**src/rtl/cardinal_nic_pkg.sv**
```systemverilog
// Shared definitions for the cardinal NIC processor-side controller:
// NIC register map, status flag position, FSM and grant encodings.
package cardinal_nic_pkg;

  localparam logic [1:0] ADDR_IN_BUF   = 2'b00;
  localparam logic [1:0] ADDR_IN_STAT  = 2'b01;
  localparam logic [1:0] ADDR_OUT_BUF  = 2'b10;
  localparam logic [1:0] ADDR_OUT_STAT = 2'b11;

  localparam int STATUS_BIT = 63;

  typedef enum logic [3:0] {
    ST_IDLE       = 4'd0,
    ST_TX_POLL    = 4'd1,
    ST_TX_CHECK   = 4'd2,
    ST_TX_WRITE   = 4'd3,
    ST_RX_POLL    = 4'd4,
    ST_RX_CHECK   = 4'd5,
    ST_RX_READ    = 4'd6,
    ST_RX_CAPTURE = 4'd7,
    ST_BACKOFF    = 4'd8
  } state_e;

  typedef enum logic {
    GRANT_TX = 1'b0,
    GRANT_RX = 1'b1
  } grant_e;

endpackage

```
**src/rtl/cardinal_nic_rr_arb.sv**
```systemverilog
// Two-requester round-robin arbiter for the single NIC register port.
// Grants are only issued while arb_en_i is high; any issued grant, whether
// or not the following poll succeeds, moves the priority to the other side.
module cardinal_nic_rr_arb
  import cardinal_nic_pkg::*;
(
  input  logic clk,
  input  logic reset,
  input  logic arb_en_i,
  input  logic tx_req_i,
  input  logic rx_req_i,
  output logic gnt_tx_o,
  output logic gnt_rx_o
);

  grant_e last_q, last_d;

  // Pick a winner: on a tie the side that did not win last time goes next.
  always_comb begin
    gnt_tx_o = 1'b0;
    gnt_rx_o = 1'b0;
    if (arb_en_i) begin
      if (tx_req_i && rx_req_i) begin
        gnt_tx_o = (last_q == GRANT_RX);
        gnt_rx_o = (last_q == GRANT_TX);
      end else begin
        gnt_tx_o = tx_req_i;
        gnt_rx_o = rx_req_i;
      end
    end
    last_d = last_q;
    if (gnt_tx_o) begin
      last_d = GRANT_TX;
    end else if (gnt_rx_o) begin
      last_d = GRANT_RX;
    end
  end

  // Remember the last winner; RX after reset so TX wins the first tie.
  always_ff @(posedge clk) begin
    if (reset) begin
      last_q <= GRANT_RX;
    end else begin
      last_q <= last_d;
    end
  end

endmodule

```
**src/rtl/cardinal_nic_ctrl.sv**
```systemverilog
// Processor-side sequencer for the cardinal NIC register port. Turns a TX
// valid/ready stream and an RX valid/ready stream into poll/write/read
// sequences on the 2-bit NIC register port, sharing it round-robin.
module cardinal_nic_ctrl
  import cardinal_nic_pkg::*;
#(
  parameter int DATA_W   = 64,
  parameter int POLL_GAP = 0,
  parameter int CNT_W    = 16
) (
  input  logic              clk,
  input  logic              reset,
  input  logic              tx_valid,
  input  logic [DATA_W-1:0] tx_data,
  output logic              tx_ready,
  output logic              rx_valid,
  output logic [DATA_W-1:0] rx_data,
  input  logic              rx_ready,
  output logic [1:0]        nic_addr,
  output logic [DATA_W-1:0] nic_d_in,
  output logic              nic_en,
  output logic              nic_en_wr,
  input  logic [DATA_W-1:0] nic_d_out,
  output logic [CNT_W-1:0]  tx_cnt,
  output logic [CNT_W-1:0]  rx_cnt
);

  // The full flag is the MSB of the status word.
  localparam int SB    = (DATA_W == 64) ? STATUS_BIT : DATA_W - 1;
  localparam int GAP_W = 16;
  // Backoff counts down from POLL_GAP-1 to 0, giving POLL_GAP cycles.
  localparam logic [GAP_W-1:0] GAP_LOAD = (POLL_GAP > 0) ? GAP_W'(POLL_GAP - 1) : '0;

  state_e            state_q, state_d;
  logic [GAP_W-1:0]  gap_q, gap_d;
  logic [CNT_W-1:0]  tx_cnt_q, rx_cnt_q;
  logic              rx_valid_q;
  logic [DATA_W-1:0] rx_data_q;
  logic              arb_en, gnt_tx, gnt_rx, status_full;

  assign arb_en      = (state_q == ST_IDLE);
  assign status_full = nic_d_out[SB];

  cardinal_nic_rr_arb u_arb (
    .clk      (clk),
    .reset    (reset),
    .arb_en_i (arb_en),
    .tx_req_i (tx_valid),
    .rx_req_i (!rx_valid_q),
    .gnt_tx_o (gnt_tx),
    .gnt_rx_o (gnt_rx)
  );

  // Next-state logic: each read is followed by a non-access check/capture cycle.
  always_comb begin
    state_d = state_q;
    gap_d   = gap_q;
    case (state_q)
      ST_IDLE: begin
        if (gnt_tx) begin
          state_d = ST_TX_POLL;
        end else if (gnt_rx) begin
          state_d = ST_RX_POLL;
        end
      end
      ST_TX_POLL:  state_d = ST_TX_CHECK;
      ST_TX_CHECK: begin
        if (!status_full) begin
          state_d = ST_TX_WRITE;
        end else if (POLL_GAP == 0) begin
          state_d = ST_IDLE;
        end else begin
          state_d = ST_BACKOFF;
          gap_d   = GAP_LOAD;
        end
      end
      ST_TX_WRITE: state_d = ST_IDLE;
      ST_RX_POLL:  state_d = ST_RX_CHECK;
      ST_RX_CHECK: begin
        if (status_full) begin
          state_d = ST_RX_READ;
        end else if (POLL_GAP == 0) begin
          state_d = ST_IDLE;
        end else begin
          state_d = ST_BACKOFF;
          gap_d   = GAP_LOAD;
        end
      end
      ST_RX_READ:    state_d = ST_RX_CAPTURE;
      ST_RX_CAPTURE: state_d = ST_IDLE;
      ST_BACKOFF: begin
        if (gap_q == '0) begin
          state_d = ST_IDLE;
        end else begin
          gap_d = gap_q - GAP_W'(1);
        end
      end
      default: state_d = ST_IDLE;
    endcase
  end

  // Moore decode of the NIC port and tx_ready from the current state.
  always_comb begin
    nic_en    = 1'b0;
    nic_en_wr = 1'b0;
    nic_addr  = ADDR_IN_BUF;
    nic_d_in  = '0;
    tx_ready  = 1'b0;
    case (state_q)
      ST_TX_POLL: begin
        nic_en   = 1'b1;
        nic_addr = ADDR_OUT_STAT;
      end
      ST_TX_WRITE: begin
        nic_en    = 1'b1;
        nic_en_wr = 1'b1;
        nic_addr  = ADDR_OUT_BUF;
        nic_d_in  = tx_data;
        tx_ready  = 1'b1;
      end
      ST_RX_POLL: begin
        nic_en   = 1'b1;
        nic_addr = ADDR_IN_STAT;
      end
      ST_RX_READ: begin
        nic_en   = 1'b1;
        nic_addr = ADDR_IN_BUF;
      end
      default: begin
      end
    endcase
  end

  // State and backoff counter registers.
  always_ff @(posedge clk) begin
    if (reset) begin
      state_q <= ST_IDLE;
      gap_q   <= '0;
    end else begin
      state_q <= state_d;
      gap_q   <= gap_d;
    end
  end

  // Delivered-packet counters, wrapping modulo 2^CNT_W.
  always_ff @(posedge clk) begin
    if (reset) begin
      tx_cnt_q <= '0;
      rx_cnt_q <= '0;
    end else begin
      if (state_q == ST_TX_WRITE) begin
        tx_cnt_q <= tx_cnt_q + CNT_W'(1);
      end
      if (state_q == ST_RX_CAPTURE) begin
        rx_cnt_q <= rx_cnt_q + CNT_W'(1);
      end
    end
  end

  // RX holding register: filled on capture, drained by the consumer in any state.
  always_ff @(posedge clk) begin
    if (reset) begin
      rx_valid_q <= 1'b0;
      rx_data_q  <= '0;
    end else if (state_q == ST_RX_CAPTURE) begin
      rx_valid_q <= 1'b1;
      rx_data_q  <= nic_d_out;
    end else if (rx_valid_q && rx_ready) begin
      rx_valid_q <= 1'b0;
    end
  end

  assign rx_valid = rx_valid_q;
  assign rx_data  = rx_data_q;
  assign tx_cnt   = tx_cnt_q;
  assign rx_cnt   = rx_cnt_q;

endmodule
```
**config.mk**
```make
export PLATFORM = sky130hd
export DESIGN_NAME = cardinal_nic_ctrl
export DESIGN_NICKNAME = d
export VERILOG_FILES = /design/src/rtl/cardinal_nic_pkg.sv /design/src/rtl/cardinal_nic_rr_arb.sv /design/src/rtl/cardinal_nic_ctrl.sv
export SDC_FILE = /design/constraint.sdc
export NUM_CORES = 1
export LEC_CHECK = 0
export CORE_MARGIN = 10
export CORE_UTILIZATION = 32
export CTS_BUF_LIST = sky130_fd_sc_hd__clkbuf_16
export DETAILED_ROUTE_END_ITERATION = 12
export PLACE_DENSITY_LB_ADDON = 0.2
export SYNTH_ARGS = -nofsm -noshare
export SYNTH_HDL_FRONTEND = slang
export SYNTH_SLANG_ARGS = --single-unit
```
**constraint.sdc**
```tcl
create_clock -name clk -period 1.6 [get_ports clk]
set_input_delay 0.16 -clock clk [delete_from_list [all_inputs] [get_ports clk]]
set_output_delay 0.16 -clock clk [all_outputs]
set_load 0.05 [all_outputs]
```
After elaboration in Yosys (flattened, before gate mapping)
Index checks and enable logic that the tools add are counted.
{"block": "word_totals", "register_bits": 118, "input_bits": 132, "ram_bits": 0, "latchBits": 0, "n_memories": 0, "output_inout_bits": 166, "wordCells": 50, "mem_bits_ro": 0}
{"block": "op_classes", "order_cmp": 0, "shift": 0, "bitwise": 2, "div_mod_pow": 0, "add_sub_neg": 3, "n_eq_ne": 10, "mul": 0, "n_reduce_logical": 10, "muxes": 18}
{"operator": "64-bit 2-to-1 mux", "count": 1}
{"operator": "16-bit by 1-bit adder with 16-bit output, second input constant", "count": 2}
{"operator": "4-bit one-hot mux with 7 select lines", "count": 1}
{"operator": "4-bit by 3-bit == test with 1-bit output, second input constant", "count": 4}
{"operator": "16-bit zero test", "count": 1}
{"operator": "16-bit by 1-bit subtractor with 16-bit output, second input constant", "count": 1}
{"operator": "4-bit 2-to-1 mux", "count": 3}
{"operator": "1-bit 2-to-1 mux", "count": 10}
{"operator": "4-bit by 2-bit == test with 1-bit output, second input constant", "count": 2}
{"operator": "2-bit one-hot mux with 3 select lines", "count": 1}
{"operator": "4-bit by 1-bit == test with 1-bit output, second input constant", "count": 1}
{"operator": "4-bit == test, second input constant", "count": 1}
{"operator": "4-bit zero test", "count": 1}
{"operator": "2-bit AND reduction", "count": 2}
{"operator": "2-bit nonzero test", "count": 2}
{"operator": "4-bit OR reduction", "count": 1}
{"operator": "3-bit 2-to-1 mux", "count": 1}
{"operator": "3-bit by 1-bit != test with 1-bit output, second input constant", "count": 1}
{"operator": "1-bit logical AND", "count": 2}
{"operator": "2-bit 2-to-1 mux", "count": 1}
{"operator": "2-bit != test, second input constant", "count": 1}
{"operator": "1-bit inverter", "count": 2}
{"operator": "1-bit zero test", "count": 1}

Depth between registers and ports, before layout
Gate-level depths: netlist of run 1.
{"block": "depth", "word_depth": 7, "depth_mapped": 6}

Modules after synthesis
From an unflattened synthesis of run 1, not the netlist that was laid out.
{"block": "unflattened", "cells_unflattened": 554, "hier_area_um2": 4309.1}
{"mod": "cardinal_nic_ctrl", "n_inst": 1, "seq_area_each_um2": 2001.9, "area_each_um2": 4250.3, "cells_each": 546}
{"mod": "cardinal_nic_rr_arb", "n_inst": 1, "seq_area_each_um2": 20.0, "area_each_um2": 58.8, "cells_each": 8}

Least setup slack after synthesis of run 1
No wires, ideal clock.
{"block": "synth_timing", "kind": "reg2out", "start": "register state_q[0]", "end": "output port nic_addr[0]", "t_arrival_ns": 2.285, "path_stages_with_launch": 4, "slack_ns": -0.845, "t_required_ns": 1.440, "path_cell_list": "dfxtp_1 -> clkbuf_1 -> xor2_1 -> nor2b_1"}
{"block": "synth_between", "elab_chain_len": 2, "elab_cells_between_ends": 4, "classes_between": "eq/ne: 3; mux: 1"}
{"item": "start, declared", "line_no": "cardinal_nic_ctrl.sv:34", "rtl": "state_e state_q, state_d;"}
{"item": "start signal, assigned", "line_no": "cardinal_nic_ctrl.sv:140", "rtl": "state_q <= state_d;"}
{"item": "4-bit by 3-bit == test with 1-bit output, or another cell as far along", "line_no": "cardinal_nic_ctrl.sv:109", "rtl": "case (state_q)"}
{"item": "2-bit one-hot mux with 3 select lines *", "line_no": "cardinal_nic_ctrl.sv:109"}
{"item": "end, declared", "line_no": "cardinal_nic_ctrl.sv:19", "rtl": "output logic [1:0] nic_addr,"}
Mark *: on every way between the ends. The rest lies on a longest branch, timed or not.

Worst setup path after layout of run 1
{"block": "layout_timing", "start": "register state_q[1]", "end": "output port nic_d_in[24]"}
{"block": "layout_between", "elab_chain_len": 2}
{"item": "4-bit by 2-bit == test with 1-bit output", "line_no": "cardinal_nic_ctrl.sv:109"}
{"item": "64-bit 2-to-1 mux", "line_no": "cardinal_nic_ctrl.sv:109"}
{"item": "end, declared", "line_no": "cardinal_nic_ctrl.sv:20", "rtl": "output logic [DATA_W-1:0] nic_d_in,"}
No other way between the ends.

==> run_results.csv, run 1 <==
group,metric,value,unit
die,fp-row-count,42,
critical_path,arrival,1630,ps
global_route,grt_pass1_wl,29890,µm
die,coreArea,13240,µm²
yosys,synth-seq-cells,101,
routing,vias_per_cell,4.757,
timing,hold_viol_final,0,
timing,fin_crit,1793,ps
cts,cts_sinks,101,
yosys,synth_area_leaders,"dfxtp_1 (47%), nand2_1 (12%), and2_1 (9.4%)",
timing,finalMaxSlewViolations,0,
yosys,synth_seq_area_share,46.77,%
min_path,hold_class,"input pin to register",
routing,routedWlPerCell,19.25,µm
timing,slew_headroom,54.56,%
die,die_y,136.2,µm
pwr,clockPowerShare,34.5,%
cts,clockBufferDepth,2,
die,start_util,32.64,%
yosys,ys_types,36,
die,die-area,18560,µm²
timing,setup_ws,-192.7,ps
yosys,synth_commonest_cells,"nand2_1 (142), dfxtp_1 (101), a21oi_1 (78)",
yosys,yosysWarningCount,0,
global_route,grt_overflow_total,0,
cts,htreeDepth,3,
routing,first_pass_iters,4,
critical_path,end_kind,"output port",
critical_path,critPathKind,"register to output port",
pwr,combPwrFrac,23.2,%
timing,fmax,557.8,MHz
timing,fin_crit_sh,112.0,%
timing,worst_pin_slew,681.6,ps
global_route,grt.busiest_layer,"met2",
yosys,syn-mean-instance-area,7.775,µm²
cells_and_area,area_growth_syn_to_layout,105.7,%
global_route,antenna_found_initial,0,
critical_path,worst_ep_required_time,1440,ps
global_route,grt_util_met1,22.57,%
cells_and_area,nets,1001,
yosys,async_reset_ff_share,0,%
yosys,synth_top_area_cell,"dfxtp_1",
cts,path_clk_slew,70,ps
critical_path,crit_fanout,8,
routing,dr_total_vias,4985,
cells_and_area,drive_gt1_share,38.53,%
pwr,p_int,4.356,mW
pwr,p_switching,1.712,mW
timing,rsz0062_at_grt,"yes",
placement,dp_hpwl,15610,µm
pwr,p_leak,3.581,nW
global_route,first_global_vias,5111,
yosys,syn_area,4323,µm²
critical_path,start_kind,"register",
timing,setup_viol,75,
global_route,grt_usage,20.91,%
placement,place.gp.congestion,0.8415,
routing,detail-route-antenna-nets,0,
placement,io_buffers,297,
die,dieWidth,136.2,µm
global_route,grt_use_met3,7.712,%
yosys,synth_nets,690,
pwr,seqPwrFrac,42.3,%
yosys,synth_most_common_cell,"nand2_1",
routing,route.detailed.drc,0,
yosys,synth.top_cell.area_share,46.77,%
pwr,vdd_drop_max,669.6,µV
timing,fin_skew,9.814,ps
job,max_cap_viol_count,0,
global_route,grt_start_max_net_pins,62,
pwr,p_sw_share,28.22,%
yosys,synthFlopType,"dfxtp_1",
timing,fin_setup_tns,-12400,ps
pwr,p_total,6.068,mW
outcome,status,"finished with violations",
yosys,synth_edf_count,0,
cts,cts_tree,"done",
routing,drt_first_iter_violations,243,
die,pin_count,298,
cells_and_area,antennaDiodeCount,0,
global_route,met2_usage,38.04,%
cts,worstSkewPairLatency,350,ps
cts,cts_buffers,9,
routing,drt-total-wl,20170,µm
cells_and_area,fillers,1103,
cts,clockRootBuffer,"clkbuf_16",
yosys,synthCells,556,
pwr,power_density,682.4,nW/µm²
outcome,violations,"setup timing",
==> stage by stage <==
step	cells	utilization (%)	cell area, µm²	setup slack (ps)	hold WS (ps)
3_5_place_dp	1015	62.04	8215	-111.7	450.3
2_1_floorplan	556	-	4493	-90.34	296.0
5_1_grt	1048	67.15	8892	-229.7	352.1
6_report	1048	67.15	8892	-192.7	317.0
3_3_place_gp	1015	62.04	8215	-31.58	442.7
4_1_cts	1043	66.45	8800	-206.8	328.2
==> cell usage in the layout (no fill, tap or decap), types with 4 or more instances in the layout <==
cell type,synthesis,layout
nand2_1,142,142
clkdlybuf4s50_1,0,130
buf_4,1,126
a21oi_1,78,76
dfxtp_1,101,75
buf_12,0,73
and2_4,0,64
nor2_1,27,27
dfxtp_4,0,15
o21ai_0,12,12
dfxtp_2,0,11
nand3_1,12,10
clkbuf_16,0,10
inv_1,9,8
xnor2_1,8,8
xor2_1,9,8
or3_1,9,7
nand4_1,6,6
nor3_1,6,5
and3_1,5,4
nor2b_1,5,4
==> state kept, by name, summed over array words and instances (netlist names) <==
| signal | flops |
|---|---|
| state_q | 3 |
| rx_cnt | 16 |
| tx_cnt | 16 |
| rx_valid | 1 |
| rx_data | 64 |
| u_arb.last_q | 1 |
==> layer usage <==
metal	vias to the layer above	routed length (µm)
li1	2427	-
met1	2362	7610
met2	171	10590
met3	25	1629
met4	0	345
met5	-	0
==> critical path, stage by stage (launching register included) <==
cell and delay (ps):
dfxtp_4 350, buf_6 110, and3b_2 220, buf_6 150
clkbuf_16 160, and2_4 160, buf_12 140
==> worst paths after layout <==
| kind | start | endpoint | slack [ps] | cells past startpoint |
|---|---|---|---|---|
| setup / recovery | state_q[1] | nic_d_in[24] | -190 | 6 |
| hold / removal | reset | tx_cnt[9] | 320 | 2 |
| setup reg to reg | state_q[1] | tx_cnt[12] | -100 | 5 |
| hold reg to reg | rx_data[55] | rx_data[55] | 460 | 2 |
==> power by group through the flow <==
stage          clock [mW]  sequential [mW]  combinational (mW)
4_1_cts              2.14             2.57                1.39
3_5_place_dp            0             2.62                1.29
6_report             2.09             2.57                1.41
2_1_floorplan           0             2.68               0.478
3_3_place_gp            0             2.62                1.28
5_1_grt              2.24             2.57                1.47
==> logic make-up after synthesis <==
logic type	after synthesis	synth area share, %
fa+ha+maj	2	0.5788
compound gates	94	11.17
buf+inv	47	4.197
flops	101	46.77
mux	5	1.273
simple gates	290	32.56
xor+xnor	17	3.444
==> timing repair <==
item	in CTS	in global routing
endpoints found under the setup margin	74	81
pin swaps	10	8
hold endpoints to repair	0	0
gates resized for setup	75	9
hold buffers	0	0
gates cloned	3	1
buffers inserted	9	4
==> final cells by class <==
class / instances / area, µm² / area share, %
tap: 176 / 220.2 / 2.476
timing repair buffer: 338 / 3880 / 43.63
sequential: 101 / 2092 / 23.53
inverter: 9 / 33.78 / 0.3799
multi-input combinational: 408 / 2384 / 26.80
clock inverter: 7 / 57.56 / 0.6472
clock buffer: 9 / 225.2 / 2.533
No activity file was read; power rests on OpenSTA's default activity.
==> run 2: changes to the inputs <==
==> constraint.sdc (replaced) <==
create_clock -name clk -period 1.5 [get_ports clk]
set_input_delay 0.15 -clock clk [delete_from_list [all_inputs] [get_ports clk]]
set_output_delay 0.15 -clock clk [all_outputs]
set_load 0.05 [all_outputs]
==> run_results.csv, run 2 (synthesis gave the netlist of run 1 again) <==
group,metric,value,unit
cells_and_area,drive_gt1_share,40.99,%
timing,fin_hold_ws,141.5,ps
cts,htreeDepth,3,
cells_and_area,fillers,1000,
cts,ctsHoldBuffers,0,
timing,finalMaxSlewViolations,0,
critical_path,arrival,1640,ps
routing,routedWlPerCell,19.19,µm
routing,route.detailed.drc,0,
min_path,hold_class,"input pin to register",
timing,fmax,558.5,MHz
cells_and_area,largest_reg_flops,64,
placement,dp_hpwl,15540,µm
cells_and_area,layout_commonest_cell,"nand2_1",
routing,vias_per_cell,4.781,
cells_and_area,final_cell_mix,"nand2_1 (140), buf_4 (131), clkdlybuf4s50_1 (130)",
cells_and_area,antennaDiodeCount,0,
cts,path_clk_slew,70,ps
cts,clockRootBuffer,"clkbuf_16",
global_route,grt_start_max_net_pins,50,
timing,fin_skew,8.079,ps
outcome,status,"finished with violations",
cells_and_area,stdcell_area,9136,µm²
global_route,antenna_found_initial,0,
placement,io_buffers,297,
pwr,p_total,6.610,mW
job,max_cap_viol_count,0,
die,start_util,32.64,%
cells_and_area,post-route-util,68.99,%
cts,cts_sinks,101,
placement,dp_worst_setup_slack,-155.3,ps
timing,fin_setup_tns,-19130,ps
timing,setup_ws,-290.6,ps
timing,rsz0062_at_grt,"yes",
pwr,p_leak,3.699,nW
die,dieWidth,136.2,µm
cells_and_area,finalNonFillerCells,1064,
global_route,grt_usage,21.35,%
timing,hold_viol_final,0,
routing,first_pass_iters,4,
die,coreArea,13240,µm²
global_route,grt_pass1_wl,30770,µm
routing,detail-route-antenna-nets,0,
cells_and_area,nets,1018,
routing,drt-total-wl,20420,µm
timing,fin_crit,1791,ps
global_route,grt_overflow_total,0,
critical_path,worst_ep_required_time,1350,ps
placement,place_area,8346,µm²
cts,cts_tree,"done",
placement,dp.cells,1028,
timing,worst_pin_slew,403.3,ps
timing,setup_viol,85,
routing,dr_total_vias,5087,
cts,worstSkewPairLatency,340,ps
timing,fin_crit_sh,119.4,%
die,die_y,136.2,µm
placement,place.gp.congestion,0.9201,
cts,cts_buffers,9,
pwr,power_density,723.5,nW/µm²
critical_path,critPathKind,"register to output port",
routing,drt_first_iter_violations,199,
cts,clockBufferDepth,2,
die,pin_count,298,
die,fp-row-count,42,
die,die-area,18560,µm²
cells_and_area,area_growth_syn_to_layout,111.3,%
critical_path,end_kind,"output port",
critical_path,start_kind,"register",
pwr,vdd_drop_max,840.4,µV
critical_path,crit_fanout,7,
outcome,violations,"setup timing",
global_route,first_global_vias,5103,
timing,slew_headroom,73.11,%
run 2: cell types whose count changed in the layout (fill, tap and decap cells not counted), moves of 3 or more:
cell     change
and2_2       +7
a21oi_2      +3
and2_4       -8
a21oi_1      -3
nor3_1       -3
xnor2_1      -3
buf_4        +5
xnor2_2      +3
buf_6       +11
run 2: timing repair:
item                       4_1_cts  5_1_grt
setup buffers                   17        4
gates resized for setup         82       23
pin swaps                       21       30
cloned                           3        0
setup endpoints to repair       83       95
run 2: worst max-delay path, cell delays in order, from the launching register on:
cell and delay [ps]:
dfxtp_4 350, buf_8 110, and3b_2 250, buf_6 150, buf_16 130, and2_4 160
buf_12 140
run 2: path summary, 6_finish.rpt:
kind,from,endpoint,slack (ps),cells after the start
setup / recovery,state_q[1],nic_d_in[35],-290,6
setup reg to reg,state_q[2],tx_cnt[10],-230,5
hold reg to reg,rx_data[48],rx_data[48],450,2
hold / removal,reset,tx_cnt[9],140,2
run 2: layout make-up:
type                    instances  area [µm²]  area share, %
clock buffers                   9       225.2          2.465
clock inverters                 6       61.31         0.6710
inverters                       9       33.78         0.3698
multi-input cells             408        2460          26.92
flip-flops and latches        101        2092          22.90
well taps                     176       220.2          2.410
repair buffers                355        4044          44.26
run 2: report_power, final:
group	switching (mW)	internal [mW]
registers	0.0369	2.70
logic	0.734	0.861
clock network	0.994	1.28
run 2: per-layer routing:
layer | up-vias | wire, µm | track usage (%)
met5 | - | 0 | 0
met1 | 2446 | 7681 | 23.17
li1 | 2466 | - | -
met3 | 13 | 1534 | 7.343
met2 | 162 | 11010 | 39.25
met4 | 0 | 195 | 4.201
==> RTL edit 1: new RTL, settings of run 1 <==
Change the parameter `POLL_GAP` from 0 to 1. Comments in the files are not updated.
--- a/src/rtl/cardinal_nic_ctrl.sv
+++ b/src/rtl/cardinal_nic_ctrl.sv
@@ -5,7 +5,7 @@
   import cardinal_nic_pkg::*;
 #(
   parameter int DATA_W   = 64,
-  parameter int POLL_GAP = 0,
+  parameter int POLL_GAP = 1,
   parameter int CNT_W    = 16
 ) (
   input  logic              clk,
Check against the original RTL: not equivalent (a bounded check fails within 10 cycles, from zero or initial values and one cycle with reset high).
==> RTL edit 1 against run 1 <==
The run still ends with setup timing left. Combinational power up 30%. Critical endpoint is now gap_q[12]$_SDFFE_PP0P_. Setup slack worse by 93 ps. Area after synthesis is 24% higher. Hold slack worse by 37 ps. Total power rose by 46%. Largest cell class unchanged. Sequential cell count rose by 17. Design area grew 26%. Routed wire length increased by 15%. Die area increased by 20%.
==> RTL edit 1: results (changes against run 1) <==
Synthesis
  • Sequential area share after synthesis: 44.0% (-2.8 points)
  • Synth cell types: 63 (+75%)
  • Mapped Cells: 660 (+19%)
  • Synthesis Warnings: 0 (unchanged)
  • Syn nets: 795 (+15%)
  • Synth cell count leaders: nand2_1 (154), dfxtp_1 (118), a21oi_1 (72)
  • Main synth FF type: dfxtp_1
  • Leading post-synthesis cells by cell area: dfxtp_1 (44%), nand2_1 (11%), and2_1 (8.0%), a21oi_1 (6.7%), nor2_1 (3.4%)

Placed design
  • Routability cong.: 0.821 (-2.4%)
  • Placed inst area: 9800 µm² (+19%)
  • Final HPWL DP: 17.4 mm (+11%)
  • Setup WS pre-CTS: -296 ps (-184 ps)

Power
  • Peak VDD IR: 0.682 mV (+1.9%)
  • Pleak: 4.58 nW (+28%)

Clock network
  • Root Buffer: clkbuf_16
  • Later-pin clock latency in the skew report: 420 ps (+70 ps)
  • CTS buffer count: 17 (+8)
  • H-Tree Depth: 4 (+1)
  • Clock buffer depth: 2 (unchanged)

Critical path
  • Reg2reg start: gap_q[6]$_SDFFE_PP0P_
  • Worst Path Arrival: 2240 ps (+610 ps)
  • Critical path fanouts, max: 4 (-4)
  • CP peak stage delay: 580 ps (+230 ps)
  • Critical path destination: gap_q[12]$_SDFFE_PP0P_
  • FF-to-FF path depth: 5 (unchanged)
  • Setup crit start kind: flip-flop
  • Reg-to-Reg End: gap_q[12]$_SDFFE_PP0P_
  • Crit-path slowest cell: or4_4

Cells and area
  • Max reg flops: 64 (unchanged)
  • Share of layout cells above drive strength 1: 43.4% (+4.9 points)
  • Nets@finish: 1181 (+18%)
  • Fill cells: 1275 (+16%)

Global route
  • Largest net degree at the start of global routing: 43 (-31%)
  • Vias in the first global route: 5875 (+15%)
  • First-pass GRT wire length: 33.6 mm (+13%)
  • GRT Util Overall: 19.2% (-1.7 points)
  • Initial antenna violation count: 0 (unchanged)

Drt
  • WL per Instance: 18.2 µm (-5.5%)
  • Via density: 4.67 (-1.9%)
  • TritonRoute pass-1 iters: 5 (+1)
  • DR iter-0 viols: 217 (-11%)
  • Via Count: 5963 (+20%)

STA
  • Clock skew: 7.79 ps (-2.03 ps)
  • Setup-failing EPs final: 90 (+20%)
  • Slew headroom: 69.1% (+15 points)
  • Final Worst Setup Slack: -286 ps (-93.1 ps)

Run status
  • Failing checks: setup timing
  • Status: complete, but fails checks

Min path
  • Min-Delay Path Depth: 3 (+1)
RTL edit 1: changes by cell type after synthesis, sizes merged, moves of 4 or more:
cell,before,now
nor2,27,48
dfxtp,101,118
nand2,142,154
nor4,1,13
xnor2,8,17
or3,9,2
xor2,9,16
a21oi,78,72
or2,0,5
and2,65,69
and3,5,1
clkbuf,28,32
inv,9,13
RTL edit 1: worst min path at each step:
stage | startpoint | to | slack, ps
6_report | nic_d_out[24] | rx_data[24]$_SDFFE_PP0P_ | 280
5_1_grt | nic_d_out[41] | rx_data[41]$_SDFFE_PP0P_ | 280
4_1_cts | nic_d_out[24] | rx_data[24]$_SDFFE_PP0P_ | 260
3_5_place_dp | reset | rx_data[56]$_SDFFE_PP0P_ | 410
3_3_place_gp | reset | rx_data[56]$_SDFFE_PP0P_ | 410
2_1_floorplan | nic_d_out[0] | rx_data[0]$_SDFFE_PP0P_ | 300
RTL edit 1: what timing repair did:
action                                  4_1_cts  5_1_grt
buffers inserted                             20       14
hold endpoints to repair                      3        0
pin swaps                                    15       48
resized for setup                            49       54
gates cloned                                  2        5
endpoints found under the setup margin      106      143
hold buffers                                  1        0
RTL edit 1: final cells by class:
| class | count | area [µm²] | share of cell area, % |
|---|---|---|---|
| Sequential cell | 118 | 2400 | 21.4 |
| Inverter | 13 | 56.3 | 0.502 |
| Clock inverter | 14 | 185 | 1.65 |
| Clock buffer | 17 | 425 | 3.79 |
| Tap cell | 220 | 275 | 2.45 |
| Timing Repair Buffer | 408 | 4600 | 41.0 |
| Multi-Input combinational cell | 488 | 3280 | 29.2 |
RTL edit 1: critical path, delay by kind of cell (launching register included):
family          cells  cell delay [ps]
compound gates      1              120
flops               1              320
simple gates        4             1390
RTL edit 1: through the flow:
step / hold slack [ps] / TNS, ps
floorplan: 296 / -5900
global placement: 411 / -3360
detailed placement: 414 / -4140
CTS: 262 / -18600
global route: 275 / -24210
finish: 280 / -17990
RTL edit 1: kinds of logic (layout without fill, tap and decap cells):
kind of cell	after synthesis	after routing	synth area share, %
fa+ha+maj	3	3	0.699
buf+inv	54	452	4.54
xor+xnor	33	33	5.38
mux	2	2	0.396
simple gates	347	347	33.6
flops	118	118	44.0
compound gates	103	103	11.4
RTL edit 1: metal layers:
| metal | vias to the layer above | global-route usage [%] | routed length [µm] |
|---|---|---|---|
| met1 | 2732 | 21.7 | 9200 |
| met4 | 0 | 5.54 | 403 |
| li1 | 2958 | - | - |
| met2 | 242 | 31.6 | 11200 |
| met5 | - | 0 | 0 |
| met3 | 31 | 9.15 | 2400 |
RTL edit 1: power by group:
part / internal, mW / total (mW) / switching [mW]
logic: 1.01 / 1.83 / 0.823
registers: 2.98 / 3.03 / 0.0421
clock network: 2.58 / 3.97 / 1.39
==> RTL edit 2: new RTL, flow settings as in run 1 <==
Made on the original files. Encoding of `state_e`: now one-hot (9 bits for 9 states).
--- a/src/rtl/cardinal_nic_pkg.sv
+++ b/src/rtl/cardinal_nic_pkg.sv
@@ -9,16 +9,16 @@
 
   localparam int STATUS_BIT = 63;
 
-  typedef enum logic [3:0] {
-    ST_IDLE       = 4'd0,
-    ST_TX_POLL    = 4'd1,
-    ST_TX_CHECK   = 4'd2,
-    ST_TX_WRITE   = 4'd3,
-    ST_RX_POLL    = 4'd4,
-    ST_RX_CHECK   = 4'd5,
-    ST_RX_READ    = 4'd6,
-    ST_RX_CAPTURE = 4'd7,
-    ST_BACKOFF    = 4'd8
+  typedef enum logic [8:0] {
+    ST_IDLE       = 9'b000000001,
+    ST_TX_POLL    = 9'b000000010,
+    ST_TX_CHECK   = 9'b000000100,
+    ST_TX_WRITE   = 9'b000001000,
+    ST_RX_POLL    = 9'b000010000,
+    ST_RX_CHECK   = 9'b000100000,
+    ST_RX_READ    = 9'b001000000,
+    ST_RX_CAPTURE = 9'b010000000,
+    ST_BACKOFF    = 9'b100000000
   } state_e;
 
   typedef enum logic {
Function: no difference found for any inputs over 10 cycles, from zero or initial values and one cycle with reset high; not proved beyond that.
==> RTL edit 2 against run 1 <==
The flow still finishes with violations (setup timing). Setup slack got worse by 460 ps. Routed wire length increased by 19%. Total power decreased by 2.8%. Design area rose by 19%. Critical endpoint is now nic_en. Area after synthesis up 7.0%. First-iteration DRC count increased by 2.1%. Largest power group unchanged. Sequential cell count up 5. Sequential power increased by 4%.
==> RTL edit 2: results (changes against run 1) <==
Drt
  • Met1 WL: 8.64 mm (+14%)
  • TritonRoute pass-1 iters: 5 (+1)
  • Via Count: 5783 (+16%)
  • Met2 wire len: 12.3 mm (+16%)
  • WL final: 24.0 mm (+19%)
  • DR iter-0 viols: 248 (+2.1%)
  • Met3 WL: 2.40 mm (+47%)
  • Highest routed layer: met4

Global route
  • Largest net degree at the start of global routing: 39 (-37%)
  • Vias in the first global route: 5533 (+8.3%)
  • Met1 usage: 21.9% (-0.67 points)
  • GRT Util Overall: 20.5% (-0.44 points)
  • First-pass GRT wire length: 32.5 mm (+8.7%)
  • GRT met3 Usage: 8.72% (+1.0 points)
  • Met2 Use GR: 36.3% (-1.7 points)
  • Initial antenna violation count: 1 (+1)

Critical path
  • Critical path fanouts, max: 3 (-5)
  • Reg-to-Reg End: tx_cnt[14]$_SDFFE_PP0N_
  • Critical path destination: nic_en
  • CP delay by family, top: simple AND/OR/NAND/NOR gates
  • Crit-path slowest cell: or4_4
  • CP peak stage delay: 450 ps (+100 ps)
  • FF-to-FF path depth: 7 (+2)
  • Worst setup path start: state_q[7]$_SDFFE_PP0P_

Cells and area
  • Nets@finish: 1084 (+8.3%)
  • Fill cells: 889 (-19%)
  • Max reg flops: 64 (unchanged)
  • Share of layout cells above drive strength 1: 54.7% (+16 points)

Power
  • Pleak: 4.36 nW (+22%)
  • Peak VDD IR: 0.636 mV (-5.0%)

Synthesis
  • Leading post-synthesis cells by cell area: dfxtp_1 (46%), nand2_1 (12%), a21oi_1 (9.6%), and2_1 (9.2%), clkbuf_1 (2.5%)
  • Synthesis Warnings: 0 (unchanged)
  • Yosys top cell area share: 45.9% (-0.89 points)
  • Sequential area share after synthesis: 45.9% (-0.89 points)
  • Syn nets: 720 (+4.3%)
  • Async SR Flop Fraction: 0% (unchanged)
  • Synth cell types: 44 (+22%)
  • Main synth FF type: dfxtp_1
  • Synth cell count leaders: nand2_1 (148), dfxtp_1 (106), a21oi_1 (89)

Placed design
  • Routability cong.: 0.919 (+9.2%)
  • Placed inst area: 8830 µm² (+7.5%)
  • I/O Buffers: 297 (unchanged)
  • Final HPWL DP: 16.7 mm (+6.9%)

STA
  • Measured slew at the worst slew-check pin: 531 ps (-150 ps)
  • Hold WS: 210 ps (-107 ps)
  • Final Worst Setup Slack: -655 ps (-462 ps)
  • Setup-failing EPs final: 167 (+120%)
  • Clock skew: 10.7 ps (+0.847 ps)

Min path
  • Tightest Hold Check Type: in -> reg
  • Hold EP: rx_cnt[12]$_SDFFE_PP0P_

Clock network
  • Post-CTS resize count: 66 (-12%)
  • Setup repair bufs after CTS: 11 (+2)
  • Clock buffer depth: 2 (unchanged)

Run status
  • Failing checks: setup timing
  • Status: complete, but fails checks
-- RTL edit 2: cell types whose count changed in the layout (fill, tap and decap cells not counted), moves of 13 or more --
cell | run 1 | this run
nand2_2 | 0 | 25
nand2_1 | 142 | 82
dfxtp_1 | 75 | 90
nand2_4 | 0 | 40
nor2_1 | 27 | 13
buf_6 | 3 | 17
a21oi_2 | 2 | 64
a21oi_1 | 76 | 25
buf_4 | 126 | 150
dfxtp_4 | 15 | 2
-- RTL edit 2: metrics by stage --
stage	power (mW)	worst slack, ps	std cells	TNS, ps
4_1_cts	5.82	-657	1116	-74880
6_report	5.90	-655	1136	-71830
2_1_floorplan	2.94	-311	586	-27840
5_1_grt	6.06	-706	1136	-83400
3_3_place_gp	3.37	-325	1082	-30900
3_5_place_dp	3.39	-386	1082	-34930
-- RTL edit 2: layout make-up --
cell class                      count  area (µm²)  share of cell area, %
Timing Repair Buffer              391        4570                   43.1
Multi-Input combinational cell    434        3300                   31.2
Sequential cell                   106        2150                   20.3
Clock buffer                        9         225                   2.12
Tap cell                          180         225                   2.12
Clock inverter                      7        93.8                  0.885
Inverter                            8        32.5                  0.307
Antenna cell                        1        2.50                 0.0236
-- RTL edit 2: power breakdown --
| group | switching, mW | leakage (nW) | internal [mW] |
|---|---|---|---|
| Sequential | 0.0146 | 0.862 | 2.65 |
| Combinational | 0.359 | 3.34 | 0.500 |
| Clock | 1.00 | 0.157 | 1.37 |
-- RTL edit 2: cell families after synthesis --
| family | after synthesis | share of synthesized area [%] |
|---|---|---|
| adders and majority gates | 2 | 0.541 |
| and+or+nand+nor | 303 | 33.4 |
| xor gates and xnor gates | 11 | 2.08 |
| AOI/OAI and AO/OA | 116 | 13.6 |
| muxes | 1 | 0.243 |
| buffers and inverters | 47 | 4.33 |
| DFF | 106 | 45.9 |
